==> config.mk <==
export PLATFORM = sky130hd
export DESIGN_NAME = fifo_sync_flags
export DESIGN_NICKNAME = d
export VERILOG_FILES = /design/src/rtl/fifo_sync_flags_pkg.sv /design/src/rtl/fifo_mem.sv /design/src/rtl/fifo_sync_flags.sv
export SDC_FILE = /design/constraint.sdc
export NUM_CORES = 1
export LEC_CHECK = 0
export BUFFER_PORTS_ARGS = -buffer_cell sky130_fd_sc_hd__buf_2
export CORE_UTILIZATION = 53
export DETAILED_ROUTE_END_ITERATION = 6
export HOLD_SLACK_MARGIN = 0.02
export PLACE_DENSITY = 0.72
export SYNTH_ARGS = -nofsm -noshare
export SYNTH_HDL_FRONTEND = slang
export SYNTH_SLANG_ARGS = --single-unit
==> constraint.sdc <==
create_clock -name clk_i -period 2.35 [get_ports clk_i]
set_clock_uncertainty 0.05 [all_clocks]
set_input_delay 0.3525 -clock clk_i [delete_from_list [all_inputs] [get_ports clk_i]]
set_output_delay 0.3525 -clock clk_i [all_outputs]
set_load 0.005 [all_outputs]
==> src/rtl/fifo_sync_flags_pkg.sv <==
// Shared FIFO definitions: default geometry, log2 helper, pointer compares and
// the per-cycle operation encoding used by the FIFO variants.
package fifo_sync_flags_pkg;

    localparam int DEF_FIFO_W    = 8;
    localparam int DEF_FIFO_D    = 8;
    localparam int DEF_AF_THRESH = 6;
    localparam int DEF_AE_THRESH = 2;

    // {write accepted, read accepted}
    typedef enum logic [1:0] {
        OP_IDLE = 2'b00,
        OP_RD   = 2'b01,
        OP_WR   = 2'b10,
        OP_BOTH = 2'b11
    } fifo_op_e;

    function automatic int clog2(input int value);
        int result;
        result = 0;
        for (int i = 0; i < 31; i++) begin
            if ((1 << i) < value) result = i + 1;
        end
        return result;
    endfunction

    // Pointers carry one wrap bit above addr_w address bits.
    function automatic logic ptrs_empty(input logic [31:0] wr, input logic [31:0] rd);
        return wr == rd;
    endfunction

    function automatic logic ptrs_full(input logic [31:0] wr, input logic [31:0] rd,
                                       input int addr_w);
        logic [31:0] mask;
        mask = (32'd1 << addr_w) - 32'd1;
        return (((wr ^ rd) & mask) == 32'd0) && (wr[addr_w] != rd[addr_w]);
    endfunction

endpackage

==> src/rtl/fifo_mem.sv <==
// FIFO storage: FIFO_D x FIFO_W flop array, one synchronous write port and
// one asynchronous read port.
module fifo_mem #(
    parameter int FIFO_W = 8,
    parameter int FIFO_D = 8,
    parameter int ADDR_W = 3
) (
    input  logic              clk_i,
    input  logic              write_en,
    input  logic [ADDR_W-1:0] wr_addr,
    input  logic [FIFO_W-1:0] wr_data,
    input  logic [ADDR_W-1:0] rd_addr,
    output logic [FIFO_W-1:0] rd_data
);

    logic [FIFO_W-1:0] mem [FIFO_D];

    // NOTE: storage has no reset; the empty/full flags guard every read, so
    // stale contents are never observed and a reset tree is not needed here.
    always_ff @(posedge clk_i) begin
        if (write_en) mem[wr_addr] <= wr_data;
    end

    assign rd_data = mem[rd_addr];

endmodule

==> src/rtl/fifo_sync_flags.sv <==
// Single-clock FIFO with fill count, almost flags and sticky error flags.
// Define FIFO_FWFT_EN for first-word-fall-through reads; default is registered read.
module fifo_sync_flags
    import fifo_sync_flags_pkg::*;
#(
    parameter int FIFO_W    = DEF_FIFO_W,
    parameter int FIFO_D    = DEF_FIFO_D,
    parameter int AF_THRESH = DEF_AF_THRESH,
    parameter int AE_THRESH = DEF_AE_THRESH
) (
    input  logic                      clk_i,
    input  logic                      rst_i,
    input  logic                      write_en,
    input  logic [FIFO_W-1:0]         data_in,
    input  logic                      read_en,
    input  logic                      clr_err_i,
    output logic [FIFO_W-1:0]         data_out,
    output logic                      data_valid,
    output logic                      empty,
    output logic                      full,
    output logic                      almost_empty,
    output logic                      almost_full,
    output logic [clog2(FIFO_D):0]    count,
    output logic                      overflow,
    output logic                      underflow
);

    localparam int ADDR_W = clog2(FIFO_D);
    localparam int CNT_W  = ADDR_W + 1;
    localparam logic [CNT_W-1:0] AF_CNT = CNT_W'(AF_THRESH);
    localparam logic [CNT_W-1:0] AE_CNT = CNT_W'(AE_THRESH);

    logic [CNT_W-1:0]  wr_ptr, rd_ptr, wr_ptr_next, rd_ptr_next, count_next;
    logic [FIFO_W-1:0] rd_data;
    logic              wr_ok, rd_ok;
    fifo_op_e          op;

    // Full blocks writes even when a read frees a slot in the same cycle.
    assign wr_ok = write_en && !full;
    assign rd_ok = read_en && !empty;
    assign op    = fifo_op_e'({wr_ok, rd_ok});

    // NOTE: every always_comb output gets a default first so no path leaves it
    // unassigned, which would otherwise infer a latch.
    always_comb begin
        wr_ptr_next = wr_ptr;
        rd_ptr_next = rd_ptr;
        count_next  = count;
        case (op)
            OP_WR: begin
                wr_ptr_next = wr_ptr + 1'b1;
                count_next  = count + 1'b1;
            end
            OP_RD: begin
                rd_ptr_next = rd_ptr + 1'b1;
                count_next  = count - 1'b1;
            end
            OP_BOTH: begin
                wr_ptr_next = wr_ptr + 1'b1;
                rd_ptr_next = rd_ptr + 1'b1;
            end
            default: ;
        endcase
    end

    // NOTE: state registers use non-blocking assignments so every flop samples
    // the pre-edge values regardless of statement order.
    always_ff @(posedge clk_i) begin
        if (rst_i) begin
            wr_ptr       <= '0;
            rd_ptr       <= '0;
            count        <= '0;
            empty        <= 1'b1;
            full         <= 1'b0;
            almost_empty <= 1'b1;
            almost_full  <= 1'b0;
        end else begin
            wr_ptr       <= wr_ptr_next;
            rd_ptr       <= rd_ptr_next;
            count        <= count_next;
            empty        <= ptrs_empty(32'(wr_ptr_next), 32'(rd_ptr_next));
            full         <= ptrs_full(32'(wr_ptr_next), 32'(rd_ptr_next), ADDR_W);
            almost_empty <= count_next <= AE_CNT;
            almost_full  <= count_next >= AF_CNT;
        end
    end

    // Sticky errors: a set in the same cycle as a clear takes priority.
    always_ff @(posedge clk_i) begin
        if (rst_i) begin
            overflow  <= 1'b0;
            underflow <= 1'b0;
        end else begin
            if (write_en && full) overflow <= 1'b1;
            else if (clr_err_i)   overflow <= 1'b0;
            if (read_en && empty) underflow <= 1'b1;
            else if (clr_err_i)   underflow <= 1'b0;
        end
    end

    fifo_mem #(
        .FIFO_W (FIFO_W),
        .FIFO_D (FIFO_D),
        .ADDR_W (ADDR_W)
    ) u_mem (
        .clk_i   (clk_i),
        .write_en(wr_ok),
        .wr_addr (wr_ptr[ADDR_W-1:0]),
        .wr_data (data_in),
        .rd_addr (rd_ptr[ADDR_W-1:0]),
        .rd_data (rd_data)
    );

`ifdef FIFO_FWFT_EN
    assign data_out   = empty ? '0 : rd_data;
    assign data_valid = !empty;
`else
    always_ff @(posedge clk_i) begin
        if (rst_i) begin
            data_out   <= '0;
            data_valid <= 1'b0;
        end else begin
            data_valid <= rd_ok;
            if (rd_ok) data_out <= rd_data;
        end
    end
`endif

endmodule

Yosys cells after proc, flatten, opt, wreduce, memory -nomap -nowiden
Memory sizes are Yosys's and may differ from the RTL's. A register that Yosys moved wholly into a read port is not among the register bits.
Index checks and enable logic that the tools add are counted.

operators by class
  multiply operators = 0
  bitwise logic cells = 1
  div/mod/pow operators = 0
  reductions and logical operators = 12
  $add $sub $neg = 4
  shifts and indexed selects = 0
  multiplexer cells = 8
  equality and inequality tests = 5
  $lt $le $gt $ge = 2

operator list
  operator                                                               number
  32-bit zero test                                                       1
  4-bit by 1-bit adder with 4-bit output, second input constant          3
  4-bit 2-to-1 mux                                                       2
  4-bit one-hot mux with 2 select lines                                  1
  1-bit logical AND                                                      5
  1-bit 2-to-1 mux                                                       5
  2-bit equality test, second input constant                             2
  4-bit equality test                                                    1
  4-bit by 3-bit >= comparator with 1-bit output, second input constant  1
  4-bit by 2-bit <= comparator with 1-bit output, second input constant  1
  2-bit nonzero test                                                     2
  2-bit OR reduction                                                     2
  4-bit by 1-bit subtractor with 4-bit output, second input constant     1
  3-bit bitwise XOR                                                      1
  2-bit by 1-bit equality test with 1-bit output, second input constant  1
  1-bit zero test                                                        2
  1-bit != test                                                          1

word-level totals
  output and inout bits = 19
  word-level logic and storage cells = 43
  memories = 1
  memory bits (read-only) = 0
  bits in writable memories = 64
  bits of input ports = 13
  flip-flop bits (word level) = 19
  bits in latches = 0

memory list
  memory     words  bits a word  read ports  clocked after Yosys merged registers in  wr ports  line            source
  u_mem.mem  8      8            1           1                                        1         fifo_mem.sv:16  logic [FIFO_W-1:0] mem [FIFO_D];

Logic depth before layout (Yosys ltp)
Gate-level depths: netlist of the first run.

  word-level depth = 8
  gate-level depth with buffers = 12
  depth with buffers taken out = 10

Cells and area by module
From an unflattened synthesis of the first run, not the netlist that was laid out.

unflattened totals
  cells, all modules = 227
  area, all modules = 3712.3 um2

by module, submodules not included
  module           area each (um2)  seq. area each (um2)  instances  cells each
  fifo_mem         2531.2           1921.8                1          106
  fifo_sync_flags  1181.1           540.5                 1          121

Worst setup path before layout of the first run
Ideal clock, no wire load.

  kind = register to register
  start point = reg empty
  end point = reg almost_full
  path buffers = 2
  required time = 2.186 ns
  library setup time = 0.114 ns
  clock period less this slack = 2.472 ns
  setup slack = -0.122 ns
  arrival = 2.308 ns
  cell stages (with the launch flop) = 11
  cell sequence = dfxtp_1 > nand2b_4 > clkinv_2 > buf_2 > buf_2 > ha_1 > and4b_1 > o21ai_1 > a221oi_1 > mux2_4 > a21o_1

on the way
  longest elaborated chain between the ends = 5
  elaborated cells on any way between the ends = 6
  classes of those cells = 1 x order compare; 2 x eq/ne; 1 x mux; 2 x reduce/logical

ends and longest elaborated chain
  what                                                                                   line                   source
  from (decl)                                                                            fifo_sync_flags.sv:19  output logic empty,
  from (signal assigned)                                                                 fifo_sync_flags.sv:81  empty <= ptrs_empty(32'(wr_ptr_next), 32'(rd_ptr_next));
  1-bit zero test *                                                                      fifo_sync_flags.sv:40  assign rd_ok = read_en && !empty;
  1-bit logical AND *                                                                    fifo_sync_flags.sv:40
  2-bit by 1-bit equality test with 1-bit output or 2-bit equality test (tied branches)  fifo_sync_flags.sv:49  case (op)
  4-bit one-hot mux with 2 select lines *                                                fifo_sync_flags.sv:49
  4-bit by 3-bit >= comparator with 1-bit output *                                       fifo_sync_flags.sv:84  almost_full <= count_next >= AF_CNT;
  to (signal assigned)                                                                   fifo_sync_flags.sv:76  almost_full <= 1'b0;
  to (signal assigned)                                                                   fifo_sync_flags.sv:84
  to (decl)                                                                              fifo_sync_flags.sv:22  output logic almost_full,

Mark *: on every way between the ends. The rest lies on a longest branch, timed or not.
A chain may end at the register's enable or synchronous reset.

Final worst setup path of the first run
  start point = reg empty
  end point = reg almost_empty

on the way
  longest elaborated chain between the ends = 5
  elaborated cells on any way between the ends = 6
  classes of those cells = 1 x order compare; 2 x eq/ne; 1 x mux; 2 x reduce/logical

ends and longest elaborated chain
  what                                                                                   line                   source
  1-bit zero test *                                                                      fifo_sync_flags.sv:40
  1-bit logical AND *                                                                    fifo_sync_flags.sv:40
  2-bit by 1-bit equality test with 1-bit output or 2-bit equality test (tied branches)  fifo_sync_flags.sv:49
  4-bit one-hot mux with 2 select lines *                                                fifo_sync_flags.sv:49
  4-bit by 2-bit <= comparator with 1-bit output *                                       fifo_sync_flags.sv:83  almost_empty <= count_next <= AE_CNT;
  to (signal assigned)                                                                   fifo_sync_flags.sv:75  almost_empty <= 1'b1;
  to (signal assigned)                                                                   fifo_sync_flags.sv:83
  to (decl)                                                                              fifo_sync_flags.sv:21  output logic almost_empty,

Marks and branches as above.

==> results of run 1 <==
## worst paths after layout
kind | startpoint | end | slack (ns) | cells after the start
max reg2reg | empty | almost_empty | 0.21 | 8
min reg2reg | data_out[5] | data_out[5] | 0.45 | 2
max | empty | almost_empty | 0.21 | 8
min | data_in[0] | u_mem.mem[3][0] | 0.21 | 1
## placed cells by master, fill, tap and decap left out, types with 3 or more instances in the layout
master / instances
edfxtp_1: 64
buf_2: 31
ha_1: 3
mux4_2: 16
clkbuf_8: 9
nor2_1: 27
xor2_1: 4
nand3b_1: 3
buf_4: 16
dfxtp_1: 27
nor3_1: 4
a211oi_1: 8
mux2i_1: 10
xnor2_1: 8
## flip-flops by register name, indices dropped and copies added, names as in the netlist, 4 cells and up
name and cells:
count 4, wr_ptr 4, u_mem.mem 64, rd_ptr 4
data_out 8
## critical path: stages, from the launching register on
cell      delay (ns)
dfxtp_1         0.36
nand2b_4        0.16
clkinv_2        0.09
ha_2            0.22
and4b_1         0.26
o22ai_1         0.10
a221oi_2        0.28
mux2_4          0.34
a211oi_2        0.18
## power groups by stage
stage | combinational (mW) | clock (mW) | sequential, mW
2_1_floorplan | 0.346 | 0 | 1.89
3_3_place_gp | 0.498 | 0 | 1.89
3_5_place_dp | 0.502 | 0 | 1.89
4_1_cts | 0.505 | 1.00 | 1.86
5_1_grt | 0.555 | 1.07 | 1.87
6_report | 0.499 | 0.978 | 1.86
## layer usage
layer | vias up | routed length, um | GRT usage [%]
li1 | 930 | - | -
met1 | 933 | 2790 | 25.9
met2 | 57 | 3050 | 31.9
met3 | 7 | 333 | 5.60
met4 | 0 | 65 | 7.24
met5 | - | 0 | 0
## per-stage QoR
step | std cells | power (mW) | instance area (um^2) | utilization, %
finish | 348 | 3.33 | 4110 | 63.7
global route | 348 | 3.49 | 4110 | 63.7
CTS | 348 | 3.36 | 4110 | 63.7
detailed placement | 332 | 2.40 | 3930 | 60.8
global placement | 332 | 2.39 | 3930 | 60.8
floorplan | 218 | 2.24 | 3620 | -
## area by class of cell
class	count	area, um^2	area share [%]
Timing Repair Buffer	47	275	6.69
Multi-Input combinational cell	114	1080	26.3
Clock buffer	9	124	3.01
Clock inverter	7	58.8	1.43
Tap cell	77	96.3	2.34
Inverter	3	15.0	0.365
Sequential cell	91	2460	59.9
## cells by family (layout without fill, tap and decap cells)
logic type | after synthesis | in the layout | synth area share (%)
flip-flops | 91 | 91 | 68.4
XOR/XNOR | 12 | 12 | 2.92
multiplexers | 28 | 28 | 13.5
adder cells (fa/ha/maj) | 4 | 4 | 1.39
AO/OA/AOI/OAI | 21 | 21 | 4.76
buffers and inverters | 13 | 66 | 1.88
AND/OR/NAND/NOR | 49 | 49 | 7.19
==> flow_summary.yaml, run 1 <==
detailed_routing:
  wirelength_um: 6240
  route.detailed.drc: 10
  avgRoutedWirePerCell_um: 17.9
  vias: 1927
  ant_nets: 0
  viasPerCell: 5.54
  firstDrtPassIters: 7
  drtIter0Drc: 115
setup_path:
  crit_type: "reg2reg"
  cp.arrival_ns: 2.37
  critPathCaptureType: "flip-flop"
  critPathLaunchType: "flip-flop"
  critPathRequiredTime_ns: 2.58
  worstPathMaxFanout: 5
power:
  power.switching_uw: 873
  vdd_ir_drop_max_uv: 522
  cell_internal_pwr_mw: 2.46
  seq_power_share_pct: 55.7
  p_leak_nw: 1.45
  clkPwrFrac_pct: 29.3
  switching_share_pct: 26.2
  powerDensity_nw_per_um2: 811
  p_comb_share_pct: 15.0
clocking:
  path_clk_slew_ns: 0.10
  cts_made_buffers: 9
  cts_resized: 0
  cts_tree: "done"
  cts_setup_buffers: 0
  cts-root-buf: "clkbuf_8"
  cts_sinks: 91
  cts_hold_buf: 0
  clockBufferDepth: 2
  insertion_delay_ns: 0.36
  cts_max_level: 3
synth:
  ys_ff_latch: 91
  netlist_top_cells_area: "edfxtp_1 (53%), dfxtp_1 (15%), mux4_2 (10%)"
  synth.most_common_cell: "edfxtp_1"
  ys_types: 42
  syn_inst: 218
  async_reset_ff_share_pct: 0
  synthFlopType: "edfxtp_1"
  ys.warnings.count: 0
  synth_common_cells: "edfxtp_1 (64), dfxtp_1 (27), nor2_1 (27)"
  synth_top_area_cell: "edfxtp_1"
  synth_edf_count: 64
  syn-cell-area_um2: 3600
  ys_seq_area_share_pct: 68.4
  yosysTopAreaCellShare_pct: 53.4
  syn_avg_cell_area_um2: 16.5
  syn-num-nets: 235
placement:
  port_buffers: 31
  dpl.hpwl_um: 4190
  dp_slack_ns: 0.151
  gp_congestion: 0.774
timing:
  hold_violations: 0
  worst_slack_ns: 0.214
  hold_ws_ns: 0.206
  fin_crit_ns: 2.14
  finalCritPeriodShare_pct: 90.9
  setup_viol: 0
  grt_setup_unrepaired: "false"
  tns_ns: 0
  drv_slew: 0
  slew-limit-headroom_pct: 67.5
  clock.fmax_mhz: 468
  worst_slew_pin_slew_ns: 0.488
layout:
  drive_gt1_share_pct: 33.2
  syn_to_final_growth_pct: 14.2
  diodes: 0
  layout.nets: 283
  fillers: 477
global_routing:
  grt_usage_pct: 19.8
  antenna_found_initial: 0
  first_global_vias: 1976
  grt_max_degree: 27
  grt-ovfl-total: 0
  grt_pass1_wl_um: 10000
floorplanning:
  coreArea_um2: 6460
  start_util_pct: 55.8
  row_count: 29
  die_area_um2: 7130
  die_x_um: 84.4
  io_pins: 32
  die_h_um: 84.4
run:
  max_cap_viol_count: 0
status:
  outcome: "finished with violations"
  violations: "DRC"
hold_path:
  hp-class: "in2reg"
No activity file was read; power rests on OpenSTA's default activity.
==> inputs of run 2 (changes only) <==
--- a/config.mk
+++ b/config.mk
@@ -7,9 +7,11 @@
 export LEC_CHECK = 0
 export BUFFER_PORTS_ARGS = -buffer_cell sky130_fd_sc_hd__buf_2
 export CORE_UTILIZATION = 53
+export CTS_CLUSTER_DIAMETER = 60
 export DETAILED_ROUTE_END_ITERATION = 6
 export HOLD_SLACK_MARGIN = 0.02
 export PLACE_DENSITY = 0.72
+export RECOVER_POWER = 50
 export SYNTH_ARGS = -nofsm -noshare
 export SYNTH_HDL_FRONTEND = slang
 export SYNTH_SLANG_ARGS = --single-unit
==> run 2 against run 1 <==
The flow still finishes with violations (DRC). Largest power group unchanged. Critical path depth unchanged. Highest routed layer unchanged. Design area shrank 0.40%. Via count down 0.62%. First-iteration DRC count decreased by 7.0%. Power hardly changed. Worst setup slack about the same. Largest cell class unchanged. Cell count unchanged. Clock-buffer cell count is the same. Sequential power barely moved. Critical endpoint unchanged. Non-clock buffer count is the same.
==> flow_summary.yaml, run 2 (same netlist as run 1, synthesis figures left out) <==
setup_path:
  critPathCaptureType: "flip-flop"
  worstPathMaxFanout: 5
  critPathRequiredTime_ns: 2.58
  critPathLaunchType: "flip-flop"
  crit_type: "reg2reg"
  cp.arrival_ns: 2.37
  rr_worst_depth: 8
run:
  max_cap_viol_count: 0
clocking:
  cts_setup_buffers: 0
  cts_max_level: 3
  cts_sinks: 91
  insertion_delay_ns: 0.36
  cts_tree: "done"
  cts_made_buffers: 9
  cts_hold_buf: 0
  path_clk_slew_ns: 0.09
  clockBufferDepth: 2
  cts-root-buf: "clkbuf_8"
  cts_resized: 0
global_routing:
  antenna_found_initial: 0
  first_global_vias: 1976
  grt_pass1_wl_um: 10000
  grt-ovfl-total: 0
  grt_max_degree: 27
  grt_usage_pct: 19.8
timing:
  hold_ws_ns: 0.244
  finalCritPeriodShare_pct: 90.9
  slew-limit-headroom_pct: 58.9
  fin_crit_ns: 2.14
  tns_ns: 0
  setup_viol: 0
  worst_slew_pin_slew_ns: 0.617
  hold_violations: 0
  clock.fmax_mhz: 468
  grt_setup_unrepaired: "false"
  drv_slew: 0
floorplanning:
  die_x_um: 84.4
  die_area_um2: 7130
  coreArea_um2: 6460
  die_h_um: 84.4
  row_count: 29
  io_pins: 32
  start_util_pct: 55.8
detailed_routing:
  ant_nets: 0
  route.detailed.drc: 10
  wirelength_um: 6190
  vias: 1915
  viasPerCell: 5.50
  firstDrtPassIters: 6
  avgRoutedWirePerCell_um: 17.8
  drtIter0Drc: 107
hold_path:
  hold_depth: 3
  hp-class: "in2reg"
placement:
  gp_congestion: 0.774
  port_buffers: 31
  postPlaceCellArea_um2: 3930
  placed_cells: 332
  dpl.hpwl_um: 4190
layout:
  stdcell_count: 348
  fillers: 484
  layout_common_cells: "edfxtp_1 (64), nor2_1 (27), dfxtp_1 (27), buf_2 (21), mux4_2 (16)"
  final_common_cell: "edfxtp_1"
  layout.nets: 283
  largestRegisters: "u_mem.mem (64), data_out (8)"
  largest_reg_flops: 64
  diodes: 0
  regMostFlops: "u_mem.mem"
  drive_gt1_share_pct: 29.2
  finalInstanceArea_um2: 4100
  syn_to_final_growth_pct: 13.7
power:
  p_leak_nw: 1.42
  p_total_mw: 3.33
  vdd_ir_drop_max_uv: 521
  powerDensity_nw_per_um2: 814
status:
  outcome: "finished with violations"
  violations: "DRC"
-- run 2: final timing paths --
check	from	end	slack [ns]
worst min-delay path	read_en	data_valid	0.24
worst min register to register	data_out[5]	data_out[5]	0.45
worst max register to register	empty	almost_empty	0.21
worst max-delay path	empty	almost_empty	0.21
-- run 2: per-layer routing --
layer | vias to the layer above | global-route usage [%] | routed length [um]
li1 | 931 | - | -
met1 | 922 | 25.9 | 2670
met2 | 54 | 31.9 | 3030
met3 | 8 | 5.60 | 395
met4 | 0 | 7.24 | 91
met5 | - | 0 | 0
-- run 2: critical path, cell delays in order, from the launching register on --
cell	delay, ns
dfxtp_1	0.36
nand2b_4	0.16
clkinv_2	0.09
ha_2	0.22
and4b_1	0.26
o22ai_1	0.10
a221oi_2	0.28
mux2_4	0.34
a211oi_2	0.18
-- run 2: where the power goes --
part           internal, mW  switching (mW)
clock network         0.403           0.581
registers              1.80          0.0532
logic                 0.251           0.244
total                  2.46           0.878
-- run 2: layout make-up --
class / count / area, um^2 / share of cell area [%]
Clock buffer: 9 / 124 / 3.02
Clock inverter: 7 / 58.8 / 1.44
Inverter: 3 / 15.0 / 0.367
Multi-Input combinational cell: 114 / 1080 / 26.4
Sequential cell: 91 / 2460 / 60.1
Tap cell: 77 / 96.3 / 2.35
Timing Repair Buffer: 47 / 259 / 6.32
-- run 2: metrics by stage --
step / setup slack, ns / util, %
3_5_place_dp: 0.151 / 60.8
2_1_floorplan: 0.00465 / -
3_3_place_gp: 0.205 / 60.8
6_report: 0.214 / 63.4
4_1_cts: 0.215 / 63.7
5_1_grt: 0.0516 / 63.4
==> inputs of run 3 (changes only) <==
--- a/config.mk
+++ b/config.mk
@@ -5,13 +5,15 @@
 export SDC_FILE = /design/constraint.sdc
 export NUM_CORES = 1
 export LEC_CHECK = 0
+export ABC_AREA = 1
 export BUFFER_PORTS_ARGS = -buffer_cell sky130_fd_sc_hd__buf_2
-export CORE_UTILIZATION = 53
+export CORE_UTILIZATION = 54
 export CTS_CLUSTER_DIAMETER = 60
 export DETAILED_ROUTE_END_ITERATION = 6
 export HOLD_SLACK_MARGIN = 0.02
-export PLACE_DENSITY = 0.72
+export PLACE_DENSITY = 0.73
 export RECOVER_POWER = 50
 export SYNTH_ARGS = -nofsm -noshare
 export SYNTH_HDL_FRONTEND = slang
+export SYNTH_HIERARCHICAL = 1
 export SYNTH_SLANG_ARGS = --single-unit
==> run 3 against run 2 <==
The flow now finishes without violations. Synthesized cell count grew 120%. Global-route usage grew 2.6 points. Power grew 1.7%. Sequential share of layout area shrank 7.2 points. Combinational power grew 4.3%. Core utilization shrank 0.58 points. Design area grew 14%. Critical path depth grew 4. First-iteration DRC count grew 100%. Highest routed layer unchanged.
==> flow_summary.yaml, run 3 <==
status:
  outcome: "complete, no violations"
global_routing:
  grt_usage_pct: 22.4
  grt-ovfl-total: 0
  first_global_vias: 2913
  grt_pass1_wl_um: 13900
  antenna_found_initial: 0
  grt_max_degree: 33
synth:
  syn_inst: 487
  async_reset_ff_share_pct: 0
  syn-cell-area_um2: 4230
  synth_common_cells: "nand2_1 (160), inv_1 (92), edfxtp_1 (64)"
  ys.warnings.count: 6
  synth.most_common_cell: "nand2_1"
  syn_avg_cell_area_um2: 8.68
  ys_ff_latch: 91
  netlist_top_cells_area: "edfxtp_1 (45%), nand2_1 (14%), dfxtp_1 (13%)"
  yosysTopAreaCellShare_pct: 45.4
  ys_types: 27
  syn-num-nets: 505
  synth_top_area_cell: "edfxtp_1"
  ys_seq_area_share_pct: 58.2
  synthFlopType: "edfxtp_1"
  synth_edf_count: 64
setup_path:
  cp_top_family: "compound AO/OA/AOI/OAI gates"
  cp.arrival_ns: 2.17
  worstPathMaxFanout: 5
  critPathCaptureType: "flip-flop"
  slowest_delay_ns: 0.44
  cp_common_cell: "nand2_1"
  critPathRequiredTime_ns: 2.57
  crit_chain: "inv_2, nand2_1, ha_1, nand2_1, inv_1, nor2_1, ha_1, a21oi_1, a21oi_1, o21ai_0, nand2_1, o21ai_0"
  crit_path_top_delay_cell: "dfxtp_1"
  crit_buf_inv: 2
  critPathLaunchType: "flip-flop"
  crit_type: "reg2reg"
timing:
  fin_crit_ns: 1.95
  tns_ns: 0
  grt_setup_unrepaired: "false"
  hold_ws_ns: 0.198
  finalCritPeriodShare_pct: 83.0
  setup_viol: 0
  clock.fmax_mhz: 512
  slew-limit-headroom_pct: 63.0
  hold_violations: 0
  worst_slew_pin_slew_ns: 0.554
  drv_slew: 0
clocking:
  cts_max_level: 3
  cts-root-buf: "clkbuf_8"
  path_clk_slew_ns: 0.09
  cts_resized: 0
  cts_setup_buffers: 0
  cts_made_buffers: 9
  cts_tree: "done"
  insertion_delay_ns: 0.36
  clockBufferDepth: 2
  cts_hold_buf: 0
  cts_sinks: 91
layout:
  layout.nets: 548
  layout_common_cells: "nand2_1 (162), inv_1 (92), edfxtp_1 (64), nor2_1 (41), nand3_1 (40)"
  diodes: 0
  largestRegisters: "u_mem/mem (64), data_out (8)"
  largest_reg_flops: 64
  final_util_pct: 62.8
  drive_gt1_share_pct: 12.1
  syn_to_final_growth_pct: 10.1
  regMostFlops: "u_mem/mem"
  final_common_cell: "nand2_1"
power:
  p_total_mw: 3.39
  powerDensity_nw_per_um2: 728
  p_leak_nw: 2.21
  vdd_ir_drop_max_uv: 385
detailed_routing:
  viasPerCell: 4.80
  drtIter0Drc: 219
  avgRoutedWirePerCell_um: 13.0
  route.detailed.drc: 0
  ant_nets: 0
  firstDrtPassIters: 4
  vias: 3046
  wirelength_um: 8210
floorplanning:
  die_h_um: 90.5
  row_count: 31
  die_area_um2: 8190
  start_util_pct: 57.1
  coreArea_um2: 7410
  die_x_um: 90.5
  io_pins: 32
placement:
  dpl.hpwl_um: 5470
  port_buffers: 31
  gp_congestion: 0.835
hold_path:
  hp-class: "in2reg"
run:
  max_cap_viol_count: 0
run 3: tightest hold or removal path, stage by stage:
cell and delay [ns]:
buf_2 0.07, inv_1 0.04, nand2_1 0.05, a21oi_1 0.05
run 3: final cells by class:
class,count,area (um^2)
well taps,99,124
repair buffers,47,259
fillers,648,2750
clock buffers,11,134
inverters,98,370
flip-flops and latches,91,2460
clock inverters,5,53.8
multi-input cells,283,1250
run 3: cells by family (layout without fill, tap and decap cells):
family | after synthesis | after routing | synth area share (%)
AO/OA/AOI/OAI | 23 | 23 | 2.87
flip-flops | 91 | 91 | 58.2
adder cells (fa/ha/maj) | 5 | 5 | 1.48
XOR/XNOR | 4 | 4 | 1.01
AND/OR/NAND/NOR | 251 | 251 | 24.6
buffers and inverters | 113 | 161 | 11.9
run 3: path summary, 6_finish.rpt:
| check | slack [ns] | endpoint | from | cells after the start |
|---|---|---|---|---|
| worst max-delay path | 0.40 | almost_full | full | 12 |
| worst min-delay path | 0.20 | overflow | clr_err_i | 4 |
| worst max register to register | 0.40 | almost_full | full | 12 |
| worst min register to register | 0.42 | overflow | overflow | 2 |
run 3: metrics by stage:
stage	setup slack (ns)	area [um^2]	std cells
detailed placement	0.391	4500	618
global placement	0.457	4500	618
finish	0.399	4660	634
global route	0.150	4660	634
floorplan	0.590	4230	487
CTS	0.436	4680	634
run 3: routing by layer:
| metal | wire length, um | GRT usage (%) | up-vias |
|---|---|---|---|
| met4 | 244 | 11.8 | 0 |
| met5 | 0 | 0 | - |
| met2 | 3830 | 35.3 | 65 |
| li1 | - | - | 1579 |
| met1 | 3800 | 29.3 | 1383 |
| met3 | 339 | 4.29 | 19 |
run 3: report_power, final:
part | switching (mW) | internal [mW]
Combinational | 0.330 | 0.185
Clock | 0.528 | 0.497
Sequential | 0.0511 | 1.80
Total | 0.910 | 2.48
